[src/rtl/alignment_shifter_pkg.sv]
// Shared FPU package for the alignment shifter.
// Contents: align_state_t (FSM encoding), default datapath width and the
// localparams derived from it, and a helper that sizes the stage counter.
package fpu_pkg;

  typedef enum logic [1:0] {
    ALIGN_IDLE,
    ALIGN_SHIFT,
    ALIGN_DONE
  } align_state_t;

  localparam int ALIGN_INPUT_WIDTH  = 64;
  localparam int ALIGN_SHIFT_WIDTH  = $clog2(ALIGN_INPUT_WIDTH);
  localparam int ALIGN_AMOUNT_WIDTH = ALIGN_SHIFT_WIDTH + 1;

  // Bits needed to count 0..shift_width-1 (at least one bit).
  function automatic int align_stage_bits(input int shift_width);
    return (shift_width > 1) ? $clog2(shift_width) : 1;
  endfunction

endpackage

[src/rtl/alignment_shifter_if.sv]
// Request/response bundle for the alignment shifter.
// Request side : input_valid, input_ready, input_vector, shift_amount
// Response side: output_valid, output_ready, output_vector, sticky_bit
// master = producer/consumer around the block, slave = the shifter itself.
interface alignment_shifter_if import fpu_pkg::*; #(
  parameter int INPUT_WIDTH = ALIGN_INPUT_WIDTH
) ();
  localparam int SHIFT_WIDTH = $clog2(INPUT_WIDTH);

  logic                   input_valid;
  logic                   input_ready;
  logic [INPUT_WIDTH-1:0] input_vector;
  logic [SHIFT_WIDTH:0]   shift_amount;
  logic                   output_valid;
  logic                   output_ready;
  logic [INPUT_WIDTH-1:0] output_vector;
  logic                   sticky_bit;

  modport master (
    output input_valid, input_vector, shift_amount, output_ready,
    input  input_ready, output_valid, output_vector, sticky_bit
  );

  modport slave (
    input  input_valid, input_vector, shift_amount, output_ready,
    output input_ready, output_valid, output_vector, sticky_bit
  );
endinterface

[src/rtl/alignment_shift_stage.sv]
// One power-of-two right-shift stage (combinational).
// Ports: data (in), stage index (in, distance = 2**stage), enable (in),
//        shifted (out), sticky (out: OR of bits dropped by this stage).
// Macro ALIGNMENT_SHIFTER_STICKY_EN: when undefined sticky is tied to 0.
module alignment_shift_stage import fpu_pkg::*; #(
  parameter  int INPUT_WIDTH = ALIGN_INPUT_WIDTH,
  localparam int SHIFT_WIDTH = $clog2(INPUT_WIDTH),
  localparam int STAGE_BITS  = align_stage_bits(SHIFT_WIDTH)
) (
  input  logic [INPUT_WIDTH-1:0] data,
  input  logic [STAGE_BITS-1:0]  stage,
  input  logic                   enable,
  output logic [INPUT_WIDTH-1:0] shifted,
  output logic                   sticky
);

  // Largest stage distance is INPUT_WIDTH/2, which fits in SHIFT_WIDTH bits.
  logic [SHIFT_WIDTH-1:0] distance;
  assign distance = SHIFT_WIDTH'(1) << stage;

  assign shifted = enable ? (data >> distance) : data;

`ifdef ALIGNMENT_SHIFTER_STICKY_EN
  logic [INPUT_WIDTH-1:0] low_mask;
  // Mask of the bits that fall off the bottom at this distance.
  assign low_mask = ~({INPUT_WIDTH{1'b1}} << distance);
  assign sticky   = enable & (|(data & low_mask));
`else
  assign sticky = 1'b0;
`endif

endmodule

[src/rtl/alignment_shifter.sv]
// Iterative logical right shifter with sticky bit for FPU operand alignment.
// One power-of-two stage per cycle; amounts >= INPUT_WIDTH finish in one edge.
// Ports: clock, reset (sync, active-high), bus (alignment_shifter_if.slave).
// Macro ALIGNMENT_SHIFTER_STICKY_EN: enables sticky computation; otherwise
// sticky_bit is driven 0 and shift timing is unchanged.
module alignment_shifter import fpu_pkg::*; #(
  parameter int INPUT_WIDTH = ALIGN_INPUT_WIDTH
) (
  input  logic                clock,
  input  logic                reset,
  alignment_shifter_if.slave  bus
);

  localparam int SHIFT_WIDTH = $clog2(INPUT_WIDTH);
  localparam int STAGE_BITS  = align_stage_bits(SHIFT_WIDTH);
  localparam logic [STAGE_BITS-1:0] LAST_STAGE = STAGE_BITS'(SHIFT_WIDTH - 1);

  align_state_t           state, state_n;
  logic [INPUT_WIDTH-1:0] data_q;
  logic [SHIFT_WIDTH-1:0] amount_q;
  logic [STAGE_BITS-1:0]  stage_q;
  logic [INPUT_WIDTH-1:0] result_q;

  logic [INPUT_WIDTH-1:0] stage_data;
  logic                   stage_sticky;
  logic                   accept, saturate, last_stage;

  assign accept     = bus.input_valid && (state == ALIGN_IDLE);
  // Amounts are at most 2*INPUT_WIDTH-1, so the top bit alone flags >= INPUT_WIDTH.
  assign saturate   = bus.shift_amount[SHIFT_WIDTH];
  assign last_stage = (stage_q == LAST_STAGE);

  alignment_shift_stage #(.INPUT_WIDTH(INPUT_WIDTH)) u_stage (
    .data    (data_q),
    .stage   (stage_q),
    .enable  (amount_q[stage_q]),
    .shifted (stage_data),
    .sticky  (stage_sticky)
  );

  always_ff @(posedge clock) begin
    if (reset) state <= ALIGN_IDLE;
    else       state <= state_n;
  end

  always_comb begin
    state_n = state;
    case (state)
      ALIGN_IDLE:  if (accept) state_n = saturate ? ALIGN_DONE : ALIGN_SHIFT;
      ALIGN_SHIFT: if (last_stage) state_n = ALIGN_DONE;
      ALIGN_DONE:  if (bus.output_ready) state_n = ALIGN_IDLE;
      default:     state_n = ALIGN_IDLE;
    endcase
  end

  // result_q is separate from data_q so the visible output holds the last
  // result while a new request is being shifted.
  always_ff @(posedge clock) begin
    if (reset) begin
      data_q   <= '0;
      amount_q <= '0;
      stage_q  <= '0;
      result_q <= '0;
    end else begin
      case (state)
        ALIGN_IDLE: if (accept) begin
          stage_q <= '0;
          if (saturate) begin
            result_q <= '0;
          end else begin
            data_q   <= bus.input_vector;
            amount_q <= bus.shift_amount[SHIFT_WIDTH-1:0];
          end
        end
        ALIGN_SHIFT: begin
          data_q  <= stage_data;
          stage_q <= stage_q + 1'b1;
          if (last_stage) result_q <= stage_data;
        end
        default: ;
      endcase
    end
  end

`ifdef ALIGNMENT_SHIFTER_STICKY_EN
  logic sticky_q, result_sticky_q;

  always_ff @(posedge clock) begin
    if (reset) begin
      sticky_q        <= 1'b0;
      result_sticky_q <= 1'b0;
    end else begin
      case (state)
        ALIGN_IDLE: if (accept) begin
          sticky_q <= 1'b0;
          if (saturate) result_sticky_q <= |bus.input_vector;
        end
        ALIGN_SHIFT: begin
          sticky_q <= sticky_q | stage_sticky;
          if (last_stage) result_sticky_q <= sticky_q | stage_sticky;
        end
        default: ;
      endcase
    end
  end

  assign bus.sticky_bit = result_sticky_q;
`else
  logic unused_stage_sticky;
  assign unused_stage_sticky = stage_sticky;
  assign bus.sticky_bit      = 1'b0;
`endif

  assign bus.input_ready   = (state == ALIGN_IDLE);
  assign bus.output_valid  = (state == ALIGN_DONE);
  assign bus.output_vector = result_q;

endmodule

[src/flat_wrapper.sv]
// flat-port wrapper written by rule: the top's interface ports become plain ports
module alignment_shifter_flat import fpu_pkg::*;
#(
  parameter int INPUT_WIDTH = ALIGN_INPUT_WIDTH
)
  (clock, reset, bus_input_valid, bus_input_vector, bus_shift_amount, bus_output_ready, bus_input_ready, bus_output_valid, bus_output_vector, bus_sticky_bit);
  alignment_shifter_if #(.INPUT_WIDTH(INPUT_WIDTH)) bus_i ();
  input  logic clock;
  input  logic reset;
  input wire logic [$bits(bus_i.input_valid)-1:0] bus_input_valid;
  input wire logic [$bits(bus_i.input_vector)-1:0] bus_input_vector;
  input wire logic [$bits(bus_i.shift_amount)-1:0] bus_shift_amount;
  input wire logic [$bits(bus_i.output_ready)-1:0] bus_output_ready;
  output wire logic [$bits(bus_i.input_ready)-1:0] bus_input_ready;
  output wire logic [$bits(bus_i.output_valid)-1:0] bus_output_valid;
  output wire logic [$bits(bus_i.output_vector)-1:0] bus_output_vector;
  output wire logic [$bits(bus_i.sticky_bit)-1:0] bus_sticky_bit;
  assign bus_i.input_valid = bus_input_valid;
  assign bus_i.input_vector = bus_input_vector;
  assign bus_i.shift_amount = bus_shift_amount;
  assign bus_i.output_ready = bus_output_ready;
  assign bus_input_ready = bus_i.input_ready;
  assign bus_output_valid = bus_i.output_valid;
  assign bus_output_vector = bus_i.output_vector;
  assign bus_sticky_bit = bus_i.sticky_bit;
  alignment_shifter #(.INPUT_WIDTH(INPUT_WIDTH)) u_core (.clock(clock), .reset(reset), .bus(bus_i));
endmodule
[config.mk]
export PLATFORM = sky130hd
export DESIGN_NAME = alignment_shifter_flat
export DESIGN_NICKNAME = d
export VERILOG_FILES = /design/src/rtl/alignment_shifter_pkg.sv /design/src/rtl/alignment_shifter_if.sv /design/src/rtl/alignment_shift_stage.sv /design/src/rtl/alignment_shifter.sv /design/src/flat_wrapper.sv
export SDC_FILE = /design/constraint.sdc
export NUM_CORES = 1
export LEC_CHECK = 0
export ABC_AREA = 1
export BUFFER_PORTS_ARGS = -buffer_cell sky130_fd_sc_hd__buf_2
export CAP_MARGIN = 10
export CORE_ASPECT_RATIO = 1.4
export CORE_UTILIZATION = 45
export DETAILED_ROUTE_END_ITERATION = 6
export SYNTH_ARGS = -nofsm -noshare
export SYNTH_HDL_FRONTEND = slang
export SYNTH_SLANG_ARGS = --single-unit
export TNS_END_PERCENT = 50
[constraint.sdc]
create_clock -name clock -period 3.4 [get_ports clock]
set_clock_uncertainty 0.1 [all_clocks]
set_input_delay 0.68 -clock clock [delete_from_list [all_inputs] [get_ports clock]]
set_output_delay 0.68 -clock clock [all_outputs]
set_load 0.01 [all_outputs]
# After elaboration in Yosys (flattened, before gate mapping)
# Cells that the tools add are included.
# classes
add_sub_neg	1
magnitude_cmp	1
n_eq_ne	8
n_shift	2
muxes	17
bitwise	1
reduce_logical	8
# ops
cell	n
two-way mux 64 bit	6
one-hot mux 64 bit (2 select lines)	2
>> shifter 64 x 6 -> 64 bit	1
AND reduction 3 bit	3
two-way mux 2 bit	4
inequality test 2 bit (second input constant)	3
one-hot mux 2 bit (3 select lines)	1
one-hot mux 3 bit (2 select lines)	1
<< shifter 1 x 3 -> 6 bit (first input constant)	1
less-than comparator 3 x 4 -> 1 bit (second input constant)	1
inequality test 2 x 1 -> 1 bit (second input constant)	2
AND reduction 4 bit	1
adder 3 x 1 -> 3 bit (second input constant)	1
binary-select mux 1 bit (select 3 bit)	1
equality test 3 bit (second input constant)	1
two-way mux 3 bit	1
equality test 2 x 1 -> 1 bit (second input constant)	1
equality test 2 bit (second input constant)	1
logical NOT 2 bit	1
AND reduction 2 bit	1
nonzero test 2 bit	1
logical AND 1 bit	1
two-way mux 1 bit	1
inverter 1 bit	1
# totals
regBits	139
in_bits	75
out_inout_bits	67
word_cells	43

# Logic depth before layout (Yosys ltp)
# depth
word_depth	5
depth_mapped	18

# By module
# Synthesis repeated with hierarchy kept, for this count alone.
# hier_totals
hier_cells	2068
hier_area_um2	11453.5
# modules_own_cells
module	n_inst	cells_per_inst	area_each_um2
alignment_shifter	1	1068	6779.0
alignment_shift_stage	1	1000	4674.5

# Least setup slack after synthesis
# No wires, ideal clock.
# synth_timing
kind	flip-flop to flip-flop
from	register u_core.stage_q[2]
to	register u_core.result_q[25] (netlist: u_core.bus.output_vector[25])
setup_time_ps	70
arrival_ps	2031
setup_slack_ps	1199
path_stages_with_launch	14
cell_sequence	dfxtp_1 > inv_4 > buf_8 > buf_6 > ha_1 > clkbuf_1 > inv_2 > buf_1 > nand3_1 > nor2_1 > a22oi_1 > nand2_1 > nand2_1 > a21oi_1
# synth_via
elab_chain_cells	5
elab_cells_between_ends	10
cone_classes	eq/ne: 2; shift: 2; mux: 5; reduce/logical: 1
# synth_lines
item	line	source
from (decl)	alignment_shifter.sv:21	logic [STAGE_BITS-1:0] stage_q;
from (signal assigned)	alignment_shifter.sv:77	stage_q <= stage_q + 1'b1;
<< shifter 1 x 3 -> 6 bit / binary-select mux 1 bit (select 3 bit) (equally long branches)	alignment_shift_stage.sv:19, alignment_shifter.sv:36	
>> shifter 64 x 6 -> 64 bit / two-way mux 1 bit (equally long branches)	alignment_shift_stage.sv:21, alignment_shifter.sv:36	
two-way mux 64 bit	alignment_shift_stage.sv:21	assign shifted = enable ? (data >> distance) : data;
two-way mux 64 bit	alignment_shifter.sv:78	if (last_stage) result_q <= stage_data;
one-hot mux 64 bit (2 select lines)	alignment_shifter.sv:65	case (state)
to (signal assigned)	alignment_shifter.sv:78	
to (decl)	alignment_shifter.sv:22	logic [INPUT_WIDTH-1:0] result_q;
# Several ways; a longest one is shown, not always the timed one. The select of a mux whose other input is x is not followed.
# A chain may end at the register's enable or synchronous reset.

# Final worst setup path
# layout_timing
from	register u_core.stage_q[0]
to	register u_core.result_q[9] (netlist: u_core.bus.output_vector[9])
# Same word-level chain as after synthesis.

==> out/results.tsv <==
metric	value	unit
ys_seq_elements	139	
clkTransAtPathRegs	0.06	ns
grt_start_max_net_pins	85	
syn_area	10300	µm²
clock_sinks	139	
crit_start	u_core.stage_q[0]	
arrival	3.27	ns
rsz0062_at_grt	false	
finalSetupTns	0	ns
fin_ws	0.339	ns
drt_iter0_drc	1324	
initial_utilization	0.457	
p_per_area	502	nW/µm²
relSlewSlack	0.453	
vias_per_cell	6.04	
cp.required	3.60	ns
antenna_cells	0	
slew_violations	0	
use_met2	0.603	
vias	12279	
min_period	3.06	ns
cts-resized-gates	0	
synth_cell_type_count	38	
ir_drop	371	µV
clk_path_buf_depth	2	
busiest_layer	met2	
layout.cells.most_common	nand3_1	
gr-usage-met3	0.0945	
die_x	130	µm
fmax	327	MHz
htree_levels	4	
design.core.area	22500	µm²
antenna_found_initial	0	
worstMarginPinSlew	0.821	ns
drc	0	
grtUsageMet1	0.462	
area_growth	12.7	%
yosys_warnings	0	
dp_hpwl	31200	µm
syn_inst	1675	
num_rows	65	
power_leakage	0.00516	µW
worst-path-max-fanout	67	
drtAntennaViolNets	0	
grt_pass1_wl	67900	µm
place.gp.congestion	0.997	
root_buffer	clkbuf_16	
final_hold_viol_count	0	
track_usage	0.389	
syn_area_per_cell	6.15	µm²
drive_above_1_share	0.160	
grt_pass1_vias	11571	
drv_cap	0	
startpoint_type	flip-flop	
grt_overflow_total	0	
clk_latency	0.44	ns
crit_type	reg2reg	
place_ws	0.637	ns
min_path_type	in2reg	
firstDrtPassIters	7	
period_share	0.900	
setup_viol	0	
die_h	181	µm
ios	142	
fin_nets	1801	
status	completed	
worstReg2RegStart	u_core.stage_q[0]	
critPathCaptureType	flip-flop	
nFillCells	2435	
avgRoutedWirePerCell	22.2	µm
hold_buffers	0	
fp.dieArea	23500	µm²
postCtsSetupBuffers	0	
synth_nets	1755	
mostFrequentLayoutCells	nand3_1 (479), nand2_1 (354), a21oi_1 (187)	
portBuffers	140	
wirelength	45100	µm
hp-start	reset	
ys_seq_area_frac	0.270	
cts_tree	built	
numCtsBuffers	17	
==> path summary, 6_finish.rpt <==
path	to	slack [ns]	cells after the start
setup / recovery	u_core.bus.output_vector[9]	0.34	13
setup reg to reg	u_core.bus.output_vector[9]	0.34	13
hold reg to reg	u_core.amount_q[4]	0.40	2
hold / removal	u_core.stage_q[2]	0.36	2
==> layer usage <==
metal	vias up	share of wire
met1	5626	0.39
li1	5883	-
met5	-	0
met3	168	0.081
met4	0	0.079
met2	602	0.45
==> registers in the layout, summed over array words and instances, names as in the netlist <==
name,count
u_core.data_q,64
u_core.bus.output_vector,64
u_core.stage_q,3
u_core.state,2
u_core.amount_q,6
==> power breakdown <==
part           switching, µW  total [µW]  internal (µW)  leakage (µW)
sequential               155        1970           1820       0.00115
clock                    819        1920           1100      0.000284
combinational           1320        1930            618       0.00373
total                   2290        5820           3530       0.00516
==> cell type report <==
type                            instances  area (µm²)  area share
Multi-Input combinational cell       1317        6490       0.559
Clock buffer                           18         439      0.0378
Timing Repair Buffer                  169        1080      0.0931
Sequential cell                       139        2780       0.240
Clock inverter                         13         141      0.0122
Inverter                               77         297      0.0255
Tap cell                              301         377      0.0324
==> cell families after synthesis <==
kind of cell    count (synthesis)  share of synthesized area
flops                         139                      0.270
simple gates                  938                      0.433
fa+ha+maj                       5                    0.00608
other cells                     1                   0.000364
compound gates                373                      0.187
buf+inv                       219                      0.103
==> cells in the mapped netlist (all sizes together) <==
| library cell | n | area [µm²] |
|---|---|---|
| a211oi | 1 | 7.51 |
| conb | 1 | 3.75 |
| dfxtp | 139 | 2780 |
| a21oi | 198 | 1030 |
| nand2 | 363 | 1410 |
| or2 | 1 | 6.26 |
| o211ai | 1 | 7.51 |
| nand3b | 3 | 26.3 |
| o21ai | 165 | 830 |
| ha | 5 | 62.6 |
| nand3 | 514 | 2750 |
| o22ai | 4 | 25.0 |
| inv | 75 | 289 |
| nor3 | 3 | 20.0 |
| a22oi | 2 | 15.0 |
| buf | 83 | 543 |
| o21a | 2 | 15.0 |
| nand4 | 15 | 93.8 |
| nor2 | 39 | 159 |
| clkbuf | 59 | 221 |
| clkinv | 2 | 7.51 |
==> metrics by stage <==
step                      hold WS [ns]  total power [µW]   util  std cells  area, µm²
after floorplan                  0.355              3270      -       1675      10300
after global placement           0.378              3870  0.489       2003      11000
after detailed placement         0.376              3870  0.489       2003      11000
after CTS                        0.351              5790  0.515       2034      11600
after global routing             0.358              6130  0.515       2034      11600
final                            0.362              5820  0.515       2034      11600
==> worst max-delay path, stage by stage (launching register included) <==
cell	delay, ns
dfxtp_1	0.43
inv_1	0.16
ha_2	0.30
nand2_4	0.10
buf_12	0.29
nand2_1	0.11
nand3_1	0.13
nand3_1	0.35
nand3_1	0.20
nand3_1	0.08
nand3_1	0.11
nand3_1	0.07
nand2_1	0.34
a21oi_1	0.11
Note: power is estimated with default switching activity, not from simulation.
